==> src/rtl/ram8_scrub.sv <==
// ram8_scrub: 8-word x 16-bit register memory with a sequential scrub engine.
//
// The first clocked storage after the 16-bit gate stage. Addressed like the
// classic RAM8: `load` writes `in` at `address`, `out` reads `address`.
// A `clear` request starts a scrub that zeroes one word per cycle, lowest
// address first, while `busy` is high; `done` pulses for one cycle afterwards.
//
// Ports:
//   clk      in   single clock, all state changes on the rising edge
//   reset    in   synchronous, active-high; clears memory, FSM and flags
//   in       in   [WIDTH-1:0] write data
//   load     in   write enable for mem[address] (honoured only when idle)
//   address  in   [ADDR_W-1:0] read/write word address
//   clear    in   scrub request (honoured only when idle, wins over load)
//   out      out  [WIDTH-1:0] read data for mem[address]
//   busy     out  high while the scrub is in progress (the FSM state)
//   done     out  one-cycle pulse on the first idle cycle after a scrub
//
// Handshake: a scrub is requested by clear=1 at an edge while busy=0; busy
// rises on that edge and stays high for exactly 2**ADDR_W cycles, during which
// clear and load are ignored; done is high for the single cycle that follows.
//
// Optional build macro RAM8_SCRUB_REGOUT_EN: registers `out` (1-cycle read
// latency, write-first on same-address writes, including scrub zeroing).
// Without it `out` is a combinational read of mem[address].

module ram8_scrub #(
  parameter int WIDTH  = 16,
  parameter int ADDR_W = 3
) (
  input  logic              clk,
  input  logic              reset,
  input  logic [WIDTH-1:0]  in,
  input  logic              load,
  input  logic [ADDR_W-1:0] address,
  input  logic              clear,
  output logic [WIDTH-1:0]  out,
  output logic              busy,
  output logic              done
);

  localparam int DEPTH = 1 << ADDR_W;
  localparam logic [ADDR_W-1:0] LAST_ADDR = ADDR_W'(DEPTH - 1);
  localparam logic [ADDR_W-1:0] ONE       = ADDR_W'(1);

  typedef enum logic {
    IDLE  = 1'b0,
    SCRUB = 1'b1
  } state_t;

  state_t             state, state_next;
  logic [ADDR_W-1:0]  ptr, ptr_next;
  logic               done_q, done_next;

  logic [WIDTH-1:0]   mem [DEPTH];

  // Single write port shared by host writes and scrub zeroing.
  logic               we;
  logic [ADDR_W-1:0]  waddr;
  logic [WIDTH-1:0]   wdata;

  // State register
  always_ff @(posedge clk) begin
    if (reset) begin
      state  <= IDLE;
      ptr    <= '0;
      done_q <= 1'b0;
    end else begin
      state  <= state_next;
      ptr    <= ptr_next;
      done_q <= done_next;
    end
  end

  // Next state, pointer, done pulse and write-port selection
  always_comb begin
    state_next = state;
    ptr_next   = ptr;
    done_next  = 1'b0;
    we         = 1'b0;
    waddr      = address;
    wdata      = in;
    unique case (state)
      IDLE: begin
        if (clear) begin
          // A scrub request swallows any load presented in the same cycle.
          state_next = SCRUB;
          ptr_next   = '0;
        end else if (load) begin
          we = 1'b1;
        end
      end
      SCRUB: begin
        we       = 1'b1;
        waddr    = ptr;
        wdata    = '0;
        ptr_next = ptr + ONE;
        if (ptr == LAST_ADDR) begin
          state_next = IDLE;
          done_next  = 1'b1;
        end
      end
      default: begin
        state_next = IDLE;
      end
    endcase
  end

  // Storage array
  always_ff @(posedge clk) begin
    if (reset) begin
      mem <= '{default: '0};
    end else if (we) begin
      mem[waddr] <= wdata;
    end
  end

  assign busy = (state == SCRUB);
  assign done = done_q;

`ifdef RAM8_SCRUB_REGOUT_EN
  // Registered read, write-first: a write (or scrub zero) landing on the
  // word being read this edge is forwarded instead of the stale array value.
  logic [WIDTH-1:0] out_q;

  always_ff @(posedge clk) begin
    if (reset) begin
      out_q <= '0;
    end else if (we && (waddr == address)) begin
      out_q <= wdata;
    end else begin
      out_q <= mem[address];
    end
  end

  assign out = out_q;
`else
  assign out = mem[address];
`endif

endmodule

==> config.mk <==
export PLATFORM = sky130hd
export DESIGN_NAME = ram8_scrub
export DESIGN_NICKNAME = d
export VERILOG_FILES = /design/src/rtl/ram8_scrub.sv
export SDC_FILE = /design/constraint.sdc
export NUM_CORES = 1
export LEC_CHECK = 0
export CAP_MARGIN = 5
export CORE_UTILIZATION = 45
export CTS_CLUSTER_SIZE = 8
export DETAILED_ROUTE_END_ITERATION = 16
export GPL_ROUTABILITY_DRIVEN = 0
export PLACE_DENSITY = 0.72
export SLEW_MARGIN = 20
export SYNTH_ARGS = -nofsm -noshare
export SYNTH_HDL_FRONTEND = slang
export SYNTH_SLANG_ARGS = --single-unit
==> constraint.sdc <==
create_clock -name clk -period 3.06 [get_ports clk]
set_input_delay 0.918 -clock clk [delete_from_list [all_inputs] [get_ports clk]]
set_output_delay 0.918 -clock clk [all_outputs]
set_load 0.02 [all_outputs]
Word-level counts from Yosys, hierarchy flattened
Index checks and enable logic that the tools add are counted.
Widths: inputs -> output; s select.
{"block": "word_totals", "rom_bits": 0, "mem_bits_rw": 0, "register_bits": 133, "in_bits": 23, "n_memories": 0, "latch_bits": 0}
{"block": "classes", "n_lt_le_gt_ge": 3, "n_eq_ne": 2, "add_sub_neg": 1, "shift": 0, "bitwise": 3, "n_mux": 17, "div": 0, "n_reduce_logical": 2, "n_mul": 0}
{"op": "$bwmux 128", "n": 1}
{"op": "$mux 16", "n": 4}
{"op": "$bmux 16 s3", "n": 1}
{"op": "$demux 16 s3", "n": 1}
{"op": "$ge 4x4->1 const B", "n": 2}
{"op": "$not 3->4", "n": 2}
{"op": "$mux 3", "n": 2}
{"op": "$pmux 3 s2", "n": 1}
{"op": "$mux 1", "n": 5}
{"op": "$lt 4x1->1 const B", "n": 1}
{"op": "$pmux 1 s2", "n": 2}
{"op": "$add 3x1->3 const B", "n": 1}
{"op": "$eq 3x3->1 const B", "n": 1}
{"op": "$ne 2x2->1 const B", "n": 1}
{"op": "$reduce_or 2->1", "n": 1}
{"op": "$logic_and 1x1->1", "n": 1}
{"op": "$not 1->1", "n": 1}

Logic depth before layout (Yosys ltp)
{"block": "depth", "depth_word": 7, "depth_mapped": 7, "depth_no_buf": 4}

Worst setup path before layout
No wires, ideal clock.
{"block": "synth_timing", "kind": "input to output", "start": "input port address[1]", "end": "output port out[0]", "path_buffers": 2, "path_slack_ns": -0.114, "arrival_time_ns": 2.256, "stages": 4, "t_required_ns": 2.142, "cell_sequence": "buf_2 > buf_2 > mux4_2 > mux2_2"}
{"block": "synth_via", "elab_chain_cells": 4}
{"item": "start, declared", "line_no": "35", "text": "input logic [ADDR_W-1:0] address,"}
{"item": "$not 3->4 (implied by the code)", "line_no": "138", "text": "assign out = mem[address];"}
{"item": "$bmux 16 s3", "line_no": "138"}
{"item": "$mux 16 (implied by the code) (2 in a row)", "line_no": "138"}
{"item": "end, declared", "line_no": "37", "text": "output logic [WIDTH-1:0] out,"}
No other way between the ends. The select of a mux whose other input is x is not followed.

Worst setup path in the final report
{"block": "layout_timing", "start": "input port address[1]", "end": "output port out[2]"}
Same word-level chain as after synthesis.

==> impl_metrics.toml <==
[sta]
max_freq_mhz = 320
hold_violations = 0
rsz0062_at_grt = "yes"
period_needed_ns = 3.13
finalCritPeriodShare_pct = 102
relSlewSlack_pct = 35.9
final-setup-viol-count = 5
hold_ws_ns = 0.472
worstMarginPinSlew_ns = 0.962
finClkSkew_ns = 0.00694
maxSlewViolCount = 0
finalSetupTns_ns = -0.177
worst_slack_ns = -0.0667

[power]
p_sw_w = 0.000901
p_per_area_nw_per_um2 = 522
p_int_w = 0.00314
finalPower_w = 0.00404
p_seq_share_pct = 44.2
peakVddDrop_v = 0.000413
comb_power_share_pct = 9.8
leakage_nw = 3.60
switching_share_pct = 22.3
p_clk_share_pct = 46.1

[cells_and_area]
n_antenna_cell = 0
syn_to_final_growth_pct = 24.0
final_cell_mix = "dfxtp_1 (133), nand2b_1 (128), mux2i_1 (128)"
drive_above_1_share_pct = 24.1
nNetsFinal = 615
layout_commonest_cell = "dfxtp_1"
fin_area_um2 = 7750
instances_no_fill = 777

[routing]
num_vias = 4139
post_drt_wl_per_cell_um = 18.6
ant_nets = 0
drc_errors = 0
avgViaCountPerCell = 5.33
drt-initial-drc-count = 248
firstDrtPassIters = 4
routed_wl_um = 14500

[global_routing]
grt_overflow = 0
grt_usage_pct = 21.8
grt_pass1_vias = 4454
grt_pass1_wl_um = 23500
antenna_found_initial = 0
grt_start_max_net_pins = 91

[job]
cap_violations = 0

[placed_design]
place_area_um2 = 6950
hpwlAfterDp_um = 8900
numPortBuffers = 40
placed_cells = 732

[floorplan]
core_area_um2 = 13400
die_x_um = 120
io_pins = 41
start_util_pct = 46.7
die_h_um = 120
rows = 42
dieArea_um2 = 14400

[synth]
synth_warnings = 0
ys_seq_elements = 133
syn-num-nets = 552
netlist_area_um2 = 6250
yosysSeqAreaShare_pct = 42.6
yosys.cell_types.count = 26
avgSynthCellArea_um2 = 11.9
syn_inst = 527

[critical_path]
endpoint_kind = "primary output"
reg2reg_depth = 5
arrival_ns = 2.21
crit_fanout = 5
critPathRequiredTime_ns = 2.14
critPathKind = "in -> out"
crit_path_start_kind = "input port"

[outcome]
violations = "setup timing"
status = "finished with violations"

[clock_tree]
clk_latency_ns = 0.42
tritoncts = "built"
clockBufferDepth = 2
htreeDepth = 4
clk_pin_slew_ns = 0.05
cts_buffers = 17
clock-root-buffer = "clkbuf_16"
clkSinkCount = 133

[hold_path]
hold_depth = 2
hp-class = "reg -> reg"
## layer usage
metal  part of all wire, %  up-vias  global-route usage [%]
met4                   1.2        0                    7.97
met5                     0        -                       0
met3                   3.7       14                    5.37
met1                    45     2074                    27.0
met2                    50       70                    36.8
li1                      -     1981                       -
## final cells by class
type                            instances  area (um^2)
Clock buffer                           25          485
Tap cell                              176          220
Timing Repair Buffer                   83          935
Clock inverter                          5         50.0
Fill cell                            1132         5650
Multi-Input combinational cell        355         3400
Sequential cell                       133         2660
## cell families (layout without fill, tap and decap cells)
group	count (synthesis)	in the layout	share of synthesized area [%]
multiplexers	176	176	34.9
AND/OR/NAND/NOR	166	166	16.4
flip-flops	133	133	42.6
buffers and inverters	39	113	3.76
AO/OA/AOI/OAI	11	11	1.90
adder cells (fa/ha/maj)	2	2	0.400
## Yosys cell counts, drive strengths merged
cell type  count  area [um^2]
and3b          3         26.3
nor2           6         22.5
and4bb         1         12.5
dfxtp        133         2660
nor4b          1         23.8
and3           1         6.26
nor3           1         5.00
nor2b          1         6.26
and2           1         6.26
o22a           1         8.76
mux2i        128         1280
ha             2         25.0
o22ai          7         95.1
clkbuf        16         60.1
a21oi          3         15.0
mux2          16          180
nand2b       128          801
nor3b          6         55.1
buf           23          175
nand2         17         63.8
mux4          32          721
## worst paths after layout
check / start / to / slack (ns)
setup reg to reg: busy$_SDFF_PP0_ / mem[83]$_SDFFE_PP0P_ / 1.07
hold reg to reg: mem[64]$_SDFFE_PP0P_ / mem[64]$_SDFFE_PP0P_ / 0.47
hold / removal: mem[64]$_SDFFE_PP0P_ / mem[64]$_SDFFE_PP0P_ / 0.47
setup / recovery: address[1] / out[2] / -0.07
## registers in the layout, indices dropped and copies added (netlist names)
register	cells
ptr	3
mem	128
done	1
busy	1
## power by group through the flow
stage,registers (W),clock network [W],logic (W)
2_1_floorplan,0.00182,0,0.000236
3_3_place_gp,0.00182,0,0.000345
3_5_place_dp,0.00182,0,0.000353
4_1_cts,0.00179,0.00189,0.000391
5_1_grt,0.00179,0.00197,0.000417
6_report,0.00179,0.00186,0.000395
## stage by stage
step | setup WS [ns] | util [%]
final | -0.0667 | 57.9
after global routing | -0.0808 | 57.9
after CTS | -0.0563 | 57.5
after detailed placement | -0.464 | 51.8
after global placement | -0.453 | 51.8
after floorplan | 0.00335 | -
## worst max-delay path, cell delays in order
cell    delay (ns)
buf_12        0.09
buf_12        0.13
buf_12        0.13
mux4_2        0.51
mux2_4        0.29
buf_6         0.13
## what timing repair did
| item | in CTS | in global routing |
|---|---|---|
| endpoints found under the setup margin | 16 | 15 |
| setup buffers | 10 | 3 |
| endpoints found under the hold margin | 0 | 0 |
| resized for setup | 109 | 8 |
| hold buffers | 0 | 0 |
| cloned | 2 | 0 |
Power figures use the tool's default switching activity.
